==> src/rtl/muldiv_hilo.sv <==
// Iterative multiply/divide unit with architectural HI/LO registers.
// Handles MULT/MULTU (shift-add), DIV/DIVU (restoring) and MTHI/MTLO, one operation per WIDTH+2 cycles.
module muldiv_hilo #(
    parameter int WIDTH = 32
) (
    input  logic             clk,
    input  logic             reset,
    input  logic             start,
    input  logic [1:0]       op,
    input  logic [WIDTH-1:0] a,
    input  logic [WIDTH-1:0] b,
    input  logic             we_hi,
    input  logic             we_lo,
    input  logic [WIDTH-1:0] wdata,
    output logic             busy,
    output logic             done,
    output logic [WIDTH-1:0] hi,
    output logic [WIDTH-1:0] lo
);
    localparam int CW = $clog2(WIDTH);

    typedef enum logic [1:0] {IDLE, RUN, FIX} state_t;

    state_t           state_q, state_d;
    logic [CW-1:0]    cnt_q, cnt_d;
    logic [WIDTH-1:0] acc_q, acc_d;
    logic [WIDTH-1:0] wq_q, wq_d;
    logic [WIDTH-1:0] opnd_q, opnd_d;
    logic [WIDTH-1:0] a_orig_q, a_orig_d;
    logic             is_div_q, is_div_d;
    logic             neg_a_q, neg_a_d;
    logic             neg_b_q, neg_b_d;
    logic [WIDTH-1:0] hi_q, hi_d;
    logic [WIDTH-1:0] lo_q, lo_d;
    logic             busy_q, busy_d;
    logic             done_q, done_d;

    logic [WIDTH-1:0]   abs_a, abs_b;
    logic [WIDTH:0]     sum, addend, shl, diff;
    logic [2*WIDTH-1:0] prod;

    always_comb begin
        abs_a  = (~op[0] & a[WIDTH-1]) ? -a : a;
        abs_b  = (~op[0] & b[WIDTH-1]) ? -b : b;
        // Multiply: {acc,wq} is the product register, multiplier shifts out of wq.
        sum    = {1'b0, acc_q} + {1'b0, opnd_q};
        addend = wq_q[0] ? sum : {1'b0, acc_q};
        // Divide: acc is the partial remainder, quotient bits shift into wq.
        shl    = {acc_q, wq_q[WIDTH-1]};
        diff   = shl - {1'b0, opnd_q};
        prod   = {acc_q, wq_q};

        state_d  = state_q;
        cnt_d    = cnt_q;
        acc_d    = acc_q;
        wq_d     = wq_q;
        opnd_d   = opnd_q;
        a_orig_d = a_orig_q;
        is_div_d = is_div_q;
        neg_a_d  = neg_a_q;
        neg_b_d  = neg_b_q;
        hi_d     = hi_q;
        lo_d     = lo_q;
        busy_d   = busy_q;
        done_d   = 1'b0;

        case (state_q)
            IDLE: begin
                if (we_hi) hi_d = wdata;
                if (we_lo) lo_d = wdata;
                if (start) begin
                    is_div_d = op[1];
                    neg_a_d  = ~op[0] & a[WIDTH-1];
                    neg_b_d  = ~op[0] & b[WIDTH-1];
                    opnd_d   = op[1] ? abs_b : abs_a;
                    wq_d     = op[1] ? abs_a : abs_b;
                    acc_d    = '0;
                    a_orig_d = a;
                    cnt_d    = '0;
                    busy_d   = 1'b1;
                    state_d  = RUN;
                end
            end
            RUN: begin
                if (is_div_q) begin
                    if (!diff[WIDTH]) begin
                        acc_d = diff[WIDTH-1:0];
                        wq_d  = {wq_q[WIDTH-2:0], 1'b1};
                    end else begin
                        acc_d = shl[WIDTH-1:0];
                        wq_d  = {wq_q[WIDTH-2:0], 1'b0};
                    end
                end else begin
                    acc_d = addend[WIDTH:1];
                    wq_d  = {addend[0], wq_q[WIDTH-1:1]};
                end
                cnt_d = cnt_q + 1'b1;
                if (cnt_q == CW'(WIDTH - 1)) state_d = FIX;
            end
            FIX: begin
                if (is_div_q) begin
                    if (opnd_q == '0) begin
                        hi_d = a_orig_q;
                        lo_d = '1;
                    end else begin
                        lo_d = (neg_a_q ^ neg_b_q) ? -wq_q : wq_q;
                        hi_d = neg_a_q ? -acc_q : acc_q;
                    end
                end else begin
                    {hi_d, lo_d} = (neg_a_q ^ neg_b_q) ? -prod : prod;
                end
                busy_d  = 1'b0;
                done_d  = 1'b1;
                state_d = IDLE;
            end
            default: state_d = IDLE;
        endcase
    end

    always_ff @(posedge clk or posedge reset) begin
        if (reset) begin
            state_q  <= IDLE;
            cnt_q    <= '0;
            acc_q    <= '0;
            wq_q     <= '0;
            opnd_q   <= '0;
            a_orig_q <= '0;
            is_div_q <= 1'b0;
            neg_a_q  <= 1'b0;
            neg_b_q  <= 1'b0;
            hi_q     <= '0;
            lo_q     <= '0;
            busy_q   <= 1'b0;
            done_q   <= 1'b0;
        end else begin
            state_q  <= state_d;
            cnt_q    <= cnt_d;
            acc_q    <= acc_d;
            wq_q     <= wq_d;
            opnd_q   <= opnd_d;
            a_orig_q <= a_orig_d;
            is_div_q <= is_div_d;
            neg_a_q  <= neg_a_d;
            neg_b_q  <= neg_b_d;
            hi_q     <= hi_d;
            lo_q     <= lo_d;
            busy_q   <= busy_d;
            done_q   <= done_d;
        end
    end

    assign busy = busy_q;
    assign done = done_q;
    assign hi   = hi_q;
    assign lo   = lo_q;
endmodule

==> config.mk <==
export PLATFORM = sky130hd
export DESIGN_NAME = muldiv_hilo
export DESIGN_NICKNAME = d
export VERILOG_FILES = /design/src/rtl/muldiv_hilo.sv
export SDC_FILE = /design/constraint.sdc
export NUM_CORES = 1
export LEC_CHECK = 0
export BUFFER_PORTS_ARGS = -buffer_cell sky130_fd_sc_hd__buf_2
export CAP_MARGIN = 30
export CELL_PAD_IN_SITES_DETAIL_PLACEMENT = 2
export CELL_PAD_IN_SITES_GLOBAL_PLACEMENT = 2
export CORE_MARGIN = 1.5
export CORE_UTILIZATION = 36
export DETAILED_ROUTE_END_ITERATION = 10
export HOLD_SLACK_MARGIN = 0.08
export PLACE_DENSITY_LB_ADDON = 0.1
export SLEW_MARGIN = 15
export SYNTH_ARGS = -nofsm -noshare
export SYNTH_HDL_FRONTEND = slang
export SYNTH_SLANG_ARGS = --single-unit
==> constraint.sdc <==
create_clock -name clk -period 7.8 [get_ports clk]
set_input_delay 0.78 -clock clk [delete_from_list [all_inputs] [get_ports clk]]
set_output_delay 0.78 -clock clk [all_outputs]
set_load 0.01 [all_outputs]
==> Word-level counts from Yosys, hierarchy flattened <==
Cells that the tools add are included.
{ "classes": {"add_sub_neg": 8, "n_eq_ne": 7, "muxes": 32, "bitwise_logic": 4, "n_reduce_logical": 10} }
{ "op_table": {"columns": ["op", "count"], "rows": [
  ["32-bit two-way mux", 17],
  ["32-bit one-hot mux with 2 select lines", 4],
  ["32-bit negator", 4],
  ["64-bit two-way mux", 1],
  ["64-bit negator", 1],
  ["32-bit by 32-bit adder with 33-bit output", 1],
  ["33-bit two-way mux", 1],
  ["33-bit by 32-bit subtractor with 33-bit output", 1],
  ["32-bit zero test", 1],
  ["2-bit AND reduction", 6],
  ["5-bit one-hot mux with 2 select lines", 1],
  ["2-bit inequality test, second input constant", 4],
  ["5-bit by 1-bit adder with 5-bit output, second input constant", 1],
  ["5-bit == test, second input constant", 1],
  ["5-bit two-way mux", 1],
  ["2-bit two-way mux", 2],
  ["2-bit one-hot mux with 2 select lines", 1],
  ["2-bit nonzero test", 2],
  ["1-bit two-way mux", 3],
  ["1-bit AND", 2],
  ["2-bit by 1-bit == test with 1-bit output, second input constant", 1],
  ["2-bit == test, second input constant", 1],
  ["2-bit zero test", 1],
  ["1-bit one-hot mux with 2 select lines", 1],
  ["other kinds (2)", 2]
]} }
{ "word_totals": {"reg_bits": 204, "in_bits": 103, "output_inout_bits": 66, "wordCells": 74} }

==> Depth between registers and ports, before layout <==
Gate-level depths: netlist (run 1).
{ "logic_depth": {"ltp_word": 6, "depth_mapped": 14, "mapped_depth_nobuf": 11} }

==> Least setup slack after synthesis (run 1) <==
No wires, ideal clock.
{ "synth_timing": {"path_kind": "input -> register", "start": "input port a[1]", "end": "register wq_q[24]", "setup_ns": 0.137, "t_arrival_ns": 2.958, "required_time_ns": 7.663, "path_slack_ns": 4.705, "path_stages": 11, "n_path_buf": 1, "path_cell_list": "inv_1 > ha_1 > or3b_2 > nor4b_1 > and2_1 > clkbuf_1 > a31oi_1 > xnor2_1 > o21ai_0 > a311oi_1 > a21oi_1"} }
{ "synth_between": {"elab_chain_len": 5} }
{ "synth_lines": {"columns": ["item", "line_no", "rtl"], "rows": [
  ["start: declaration", "10", "input logic [WIDTH-1:0] a,"],
  ["32-bit negator", "43", "abs_a = (~op[0] & a[WIDTH-1]) ? -a : a;"],
  ["32-bit two-way mux", "43", null],
  ["32-bit two-way mux", "76", "wq_d = op[1] ? abs_a : abs_b;"],
  ["32-bit two-way mux", "71", "if (start) begin"],
  ["32-bit one-hot mux with 2 select lines", "67", "case (state_q)"],
  ["end signal: assignment", "139", "wq_q <= wq_d;"],
  ["end: declaration", "27", "logic [WIDTH-1:0] wq_q, wq_d;"]
]} }
No other way between the ends. The select of a mux whose other input is x is not followed.
A chain may end at the register's enable or synchronous reset.

==> Worst setup path in the final report (run 1) <==
{ "layout_timing": {"start": "register opnd_q[29]", "end": "register lo_q[19], in the netlist lo[19]"} }
{ "layout_between": {"elab_chain_len": 4} }
{ "layout_lines": {"columns": ["item", "line_no", "rtl"], "rows": [
  ["start: declaration", "28", "logic [WIDTH-1:0] opnd_q, opnd_d;"],
  ["start signal: assignment", "140", "opnd_q <= opnd_d;"],
  ["32-bit zero test", "102", "if (opnd_q == '0) begin"],
  ["32-bit two-way mux", "102", null],
  ["32-bit two-way mux", "101", "if (is_div_q) begin"],
  ["32-bit one-hot mux with 2 select lines", "67", null],
  ["end signal: assignment", "146", "lo_q <= lo_d;"],
  ["end: declaration", "34", "logic [WIDTH-1:0] lo_q, lo_d;"]
]} }
No other way between the ends.

==> summary.txt, run 1 <==
Run status
  • Outcome: finished, final reports clean

Timing
  • Final setup vio count: 0
  • Worst slew margin: 0.393
  • Fin. Hold Viols: 0
  • Fmax: 0.235 GHz
  • Hold_ws: 0.244 ns
  • Tmin final: 4.26 ns
  • Clock Skews: between 0.01 and 0.015 ns
  • Slew Viols, Final: 0
  • Setup WS post-layout: 3.54 ns
  • Slew @ Worst Pin: 0.904 ns
  • Period Utilization, post-route: 0.547
  • RSZ-0062 raised after global routing: false
  • Setup tns final: 0 ns

Clocking
  • Post-CTS Setup Bufs: 0
  • H-tree depth: 1
  • Hold_buf cts: 0
  • Root buffer cell: clkbuf_16
  • # resized after CTS: 0
  • Clock Latency Late Sink: 0.59 ns
  • Sinks on Clock Net: around 200
  • Reg clk slew, reported paths: 0.06 ns
  • CTS tree: built
  • CTS buffer count: 27
  • Clock Path Buffers: 3

Drt
  • DRC viols: 0
  • Routed wl met3: 6.10 mm
  • Iteration-0 DRC Markers: 1895
  • WL met2: slightly below 40 mm
  • WL/cell: 28.3 um
  • Met1 wire length: 39.2 mm
  • Vias per cell: between 6 and 7
  • Highest routed layer: met5
  • Routed WL: 86.7 mm
  • Routed via count: 19100
  • Drt pass-1 iters: 5
  • Final ANT Viol Nets: 0

GRT
  • Aggregate global routing overflow: 0
  • Vias in the first global route: 19900
  • Total GRT Usage: 0.340
  • Initial antenna violation count: 4
  • First-pass GRT wire length: ~130 mm
  • Largest net degree at the start of global routing: 119

Setup path
  • Most frequent CP cell: nand2_1
  • Critical Path Sink: lo[19]$_DFFE_PP0P_
  • Setup crit start kind: flip-flop
  • Reg-to-reg startpoint: opnd_q[29]$_DFFE_PP0P_
  • Reg2reg path depth: 8
  • Worst R2R End: lo[19]$_DFFE_PP0P_
  • CP peak stage delay: 0.75 ns
  • Crit-path max FO: 46
  • Worst Path Arrival: 4.75 ns
  • Crit Path Class: reg -> reg
  • Critical Path, Cell by Cell: nor4_1 > nand2_1 > nor4_4 > buf_4 > nand2_1 > nand2_1 > o22ai_1 > o21ai_0
  • R2R Setup Slk: between 3 and 4 ns
  • Slowest CP cell: nand2_1
  • Req. time, crit path: 8.29 ns
  • CP Capture Type: flip-flop
  • Start point of the critical path: opnd_q[29]$_DFFE_PP0P_

Synth
  • Syn Area/Cell: roughly 7.7 um^2
  • Ys flop type: dfrtp_1
  • Post-synth EDFFs: 0
  • Cell with the most instances after synthesis: nand2_1
  • Mapped Area: roughly 18000 um^2
  • Post-synth top area cell: dfrtp_1
  • FF+latch count, synth: 204
  • Sequential element share of the synthesized area: 0.288
  • Top cell type's share of synthesized area: 0.288
  • Yosys warns: 0
  • Synth async-reset ratio: 1.00
  • Area contributors post-synth: dfrtp_1, nand2_1, a21oi_1
  • Syn nets: 2483
  • Cell variety after synth: between 80 and 90
  • Top cells by count, synth: nand2_1, a21oi_1, dfrtp_1
  • Cells after synthesis: 2308

Pwr
  • PD cells: between 500 and 600 nW/um^2
  • Worst vdd ir: 0.000253 V
  • Pleak: 8.62 nW
  • Overall Power: roughly 11 mW

Placement
  • RePlAce Congestion: 0.928
  • I/O Buffers: 168
  • Dpl ws: 3.60 ns
  • HPWL Detailed: 66.9 mm

Die
  • Die Y: 225 um
  • Core Area: between 40000 and 50000 um^2
  • Die ar.: roughly 51000 um^2
  • Row cnt: 81
  • Initial Util: 0.364
  • Horiz. Die Dim: roughly 220 um
  • I/O pin count: 169

Run
  • Max Cap Viol: 0

Cells and area
  • Fill cell count: 5677
  • Final nets: 2562
  • Share of layout cells above drive strength 1: 0.117
  • Area Growth Syn to Fin: 12.9%
  • Multi-input combinational cell area: 11800 um^2
  • FF/Latch Area: approximately 5100 um^2

Hold path
  • Hold Crit Class: in -> async
final cells by class:
| class | instances | area share |
|---|---|---|
| clock buffer | 39 | 0.0380 |
| timing repair buffer | 203 | 0.0565 |
| tap | 664 | 0.0415 |
| clock inverter | 7 | 0.00500 |
| antenna | 2 | 0.000250 |
| multi-input combinational | 1874 | 0.589 |
| sequential | 204 | 0.255 |
| inverter | 77 | 0.0148 |
worst min-delay path by stage:
stage	from	end	slack (ns)
3_3_place_gp	a_orig_q[16]$_DFFE_PP0P_	a_orig_q[16]$_DFFE_PP0P_	0.45
4_1_cts	reset	lo[6]$_DFFE_PP0P_	0.31
3_5_place_dp	lo[8]$_DFFE_PP0P_	lo[8]$_DFFE_PP0P_	0.47
6_report	reset	lo[6]$_DFFE_PP0P_	0.24
2_1_floorplan	a_orig_q[10]$_DFFE_PP0P_	a_orig_q[10]$_DFFE_PP0P_	0.44
5_1_grt	reset	lo[6]$_DFFE_PP0P_	0.32
flip-flops by register name, indices dropped and copies added (netlist names):
| signal | count |
|---|---|
| done | 1 |
| hi | 32 |
| wq_q | 32 |
| lo | 32 |
| cnt_q | 5 |
| state_q | 2 |
| neg_b_q | 1 |
| a_orig_q | 32 |
| neg_a_q | 1 |
| is_div_q | 1 |
| acc_q | 32 |
| opnd_q | 32 |
| busy | 1 |
worst max-delay path, delay by kind of cell (launching register included):
family,cells,cell delay [ns]
and+or+nand+nor,5,2.64
DFF,1,0.56
buffers and inverters,1,0.50
AOI/OAI and AO/OA,2,0.44
kinds of logic (layout without fill, tap and decap cells):
family / Yosys count / count (layout) / share of synthesized area
compound gates: 749 / 749 / 0.265
xor+xnor: 181 / 181 / 0.0894
fa+ha+maj: 72 / 72 / 0.0516
buf+inv: 230 / 326 / 0.0502
flops: 204 / 204 / 0.288
mux: 79 / 79 / 0.0450
other cells: 0 / 2 / 0
simple gates: 793 / 793 / 0.211
layer usage:
layer / up-vias / global-route usage
li1: 8541 / -
met1: 9809 / 0.483
met2: 666 / 0.537
met3: 109 / 0.0475
met4: 2 / 0.0931
met5: - / 0
stage by stage:
step                std cells  cell area [um^2]  utilization
floorplan                2308             17700            -
global placement         3016             19100        0.392
detailed placement       3019             19100        0.392
CTS                      3065             20000        0.410
global route             3068             20000        0.411
finish                   3070             20000        0.411
layout by cell type, fill, tap and decap left out, drive strengths merged, types with 42 or more instances in the layout:
| cell | n |
|---|---|
| xor2 | 74 |
| mux2i | 73 |
| nand2 | 323 |
| xnor2 | 107 |
| a211oi | 42 |
| dfrtp | 204 |
| nor2 | 174 |
| nor3 | 47 |
| nand3 | 64 |
| buf | 203 |
| ha | 70 |
| a21oi | 210 |
| inv | 76 |
| o21ai | 206 |
report_power, final:
group          switching [mW]  internal, mW  total [mW]
logic                    4.77          2.71        7.47
registers               0.966          1.58        2.55
clock network           0.538         0.739        1.28
total                    6.27          5.03        11.3
(Power assumes the default switching activity.)
==> run 2, diff against run 1 <==
==> constraint.sdc (replaced) <==
create_clock -name clk -period 4.3 [get_ports clk]
set_input_delay 0.43 -clock clk [delete_from_list [all_inputs] [get_ports clk]]
set_output_delay 0.43 -clock clk [all_outputs]
set_load 0.01 [all_outputs]
==> summary.txt, run 2 (synthesized netlist as in run 1, its figures left out) <==
Die
  • Horiz. Die Dim: 225 um (unchanged)
  • Core Area: 48700 um^2 (unchanged)
  • Die Y: 225 um (unchanged)
  • Die ar.: 50600 um^2 (unchanged)
  • Initial Util: 0.364 (unchanged)
  • I/O pin count: 169 (unchanged)
  • Row cnt: 81 (unchanged)

Setup path
  • CP peak stage delay: 0.84 ns (+0.09 ns)
  • Worst Path Arrival: 4.28 ns (-0.47 ns)
  • R2R Setup Slk: 0.46 ns (-3.08 ns)
  • Reg2reg path depth: 10 (+2)
  • Crit Path Class: reg -> reg
  • Setup crit start kind: flip-flop
  • Worst R2R End: acc_q[24]$_DFFE_PP0P_
  • Reg-to-reg startpoint: acc_q[2]$_DFFE_PP0P_
  • Critical Path, Cell by Cell: ha_1 > a211oi_1 > o21ai_1 > a2111oi_0 > nor3_1 > buf_2 > nor2_1 > o21ai_0 > xnor2_1 > a2111oi_0
  • Slowest CP cell: a2111oi_0
  • Crit-path max FO: 11 (-76%)
  • Start point of the critical path: acc_q[2]$_DFFE_PP0P_
  • CP Capture Type: flip-flop
  • Req. time, crit path: 4.73 ns (-3.56 ns)
  • Most frequent CP cell: a2111oi_0

Timing
  • Period Utilization, post-route: 0.893 (+0.347)
  • Final setup vio count: 0 (unchanged)
  • Slew Viols, Final: 0 (unchanged)
  • Setup WS post-layout: 0.459 ns (-3.08 ns)
  • Fmax: 0.260 GHz (+11%)
  • Setup tns final: 0 ns (unchanged)
  • Fin. Hold Viols: 0 (unchanged)
  • Slew @ Worst Pin: 0.933 ns (+0.0285 ns)
  • Worst slew margin: 0.360 (-0.0332)
  • Clock Skews: 0.0266 ns (+0.0138 ns)
  • RSZ-0062 raised after global routing: false
  • Tmin final: 3.84 ns (-0.422 ns)

Cells and area
  • Fill cell count: 5568 (-1.9%)
  • Commonest non-fill, non-tap cells in the layout: nand2_1, a21oi_1, dfrtp_1, o21ai_0, nor2_1
  • Share of layout cells above drive strength 1: 0.131 (+0.0140)
  • Diode count: 0 (-2)
  • Commonest non-fill, non-tap cell in the layout: nand2_1
  • Final nets: 2593 (+1.2%)
  • Area Growth Syn to Fin: 14.9%

Placement
  • RePlAce Congestion: 0.916 (-1.4%)
  • Dpl ws: 0.603 ns (-3.00 ns)
  • HPWL Detailed: 67.3 mm (+0.58%)
  • I/O Buffers: 168 (unchanged)

Pwr
  • NetSw: 11.5 mW (+83%)
  • Pleak: 8.81 nW (+2.2%)
  • Combinational fraction of design power: 0.682 (+0.021)
  • Overall Power: 20.9 mW (+85%)
  • PD cells: 1020 nW/um^2 (+82%)
  • Sw Share: 0.550 (-0.00521)
  • Pint: 9.40 mW (+87%)
  • Worst vdd ir: 0.000402 V (+59%)
  • Sequential power share: 0.201 (-0.025)
  • Clk pwr share: 0.116 (+0.003)

GRT
  • Gr busiest metal: met2
  • Vias in the first global route: 19800 (-0.63%)
  • GR Util met3: 0.0601 (+0.0126)
  • Initial antenna violation count: 4 (unchanged)
  • First-pass GRT wire length: 130 mm (about the same)
  • Total GRT Usage: 0.341 (+0.000798)
  • Met1 usage: 0.486 (+0.00328)
  • Aggregate global routing overflow: 0 (unchanged)
  • GR Util met2: 0.531 (-0.00577)
  • Largest net degree at the start of global routing: 118 (-0.84%)

Drt
  • DRC viols: 0 (unchanged)
  • WL/cell: 28.0 um (-0.77%)
  • Vias per cell: 6.16 (-1.2%)
  • Final ANT Viol Nets: 0 (unchanged)
  • Routed via count: 19100 (-0.13%)
  • Iteration-0 DRC Markers: 1445 (-24%)
  • Routed WL: 87.0 mm (+0.27%)
  • Drt pass-1 iters: 5 (unchanged)

Clocking
  • Post-CTS Setup Bufs: 0 (unchanged)
  • CTS buffer count: 27 (unchanged)
  • Hold_buf cts: 1 (+1)
  • Root buffer cell: clkbuf_16
  • Clock Path Buffers: 3 (unchanged)
  • CTS tree: built
  • # resized after CTS: 0 (unchanged)
  • Clock Latency Late Sink: 0.58 ns (about the same)
  • Reg clk slew, reported paths: 0.07 ns (about the same)
  • H-tree depth: 1 (unchanged)
  • Sinks on Clock Net: 204 (unchanged)

Run status
  • Outcome: finished, final reports clean

Hold path
  • Hold Crit Depth: 3
  • Min-Delay Endpoint: hi[25]$_DFFE_PP0P_
  • Worst hold start: wdata[25]
  • Hold Crit Class: in -> reg

Run
  • Max Cap Viol: 0 (unchanged)
-- run 2: changes by cell type in the layout (fill, tap and decap cells not counted) --
cell,change
buf_12,+4
buf_2,-1
buf_4,+26
buf_6,+1
bufinv_16,+1
clkbuf_1,-5
clkbuf_8,+2
clkinv_2,+2
clkinvlp_4,+4
diode_2,-2
dlygate4sd3_1,+1
inv_16,-1
inv_6,+1
inv_8,-1
-- run 2: layout make-up --
class	instances	area (um^2)	share of cell area
timing repair buffer	234	1420	0.0698
clock inverter	13	151	0.00743
sequential	204	5110	0.251
inverter	77	293	0.0144
clock buffer	36	769	0.0378
multi-input combinational	1874	11800	0.579
tap	664	831	0.0408
-- run 2: power by group through the flow --
| stage | Clock [mW] | Sequential (mW) | Combinational, mW |
|---|---|---|---|
| 3_3_place_gp | 0 | 4.12 | 13.4 |
| 4_1_cts | 2.46 | 4.15 | 14.0 |
| 6_report | 2.43 | 4.20 | 14.2 |
| 2_1_floorplan | 0 | 3.63 | 9.22 |
| 5_1_grt | 2.52 | 4.29 | 15.4 |
| 3_5_place_dp | 0 | 4.18 | 13.9 |
-- run 2: worst max-delay path by stage --
stage                                  to  slack (ns)  depth (start not counted)
floorplan           acc_q[20]$_DFFE_PP0P_        1.22                         12
CTS                 acc_q[24]$_DFFE_PP0P_        0.59                         10
finish              acc_q[24]$_DFFE_PP0P_        0.46                         10
global route         acc_q[7]$_DFFE_PP0P_        0.24                         11
detailed placement     hi[30]$_DFFE_PP0P_        0.60                         10
global placement    acc_q[20]$_DFFE_PP0P_        0.73                          9
-- run 2: per-stage QoR --
stage | instances | instance area (um^2) | util | hold WS, ns
floorplan | 2308 | 17700 | - | 0.440
global placement | 3047 | 19400 | 0.398 | 0.456
detailed placement | 3050 | 19400 | 0.399 | 0.467
CTS | 3100 | 20400 | 0.418 | 0.103
global route | 3102 | 20400 | 0.418 | 0.120
finish | 3102 | 20400 | 0.418 | 0.114
-- run 2: routing by layer --
metal,wire [um],up-vias
li1,-,8600
met1,40500,9835
met2,38700,559
met3,5620,103
met4,2130,6
met5,39,-
-- run 2: critical path: cells and delay by family, from the launching register on --
| kind | cells | cell delay [ns] |
|---|---|---|
| buffers and inverters | 1 | 0.24 |
| and+or+nand+nor | 2 | 0.25 |
| adders and majority gates | 1 | 0.38 |
| DFF | 1 | 0.58 |
| xor gates and xnor gates | 1 | 0.15 |
| AOI/OAI and AO/OA | 5 | 2.10 |
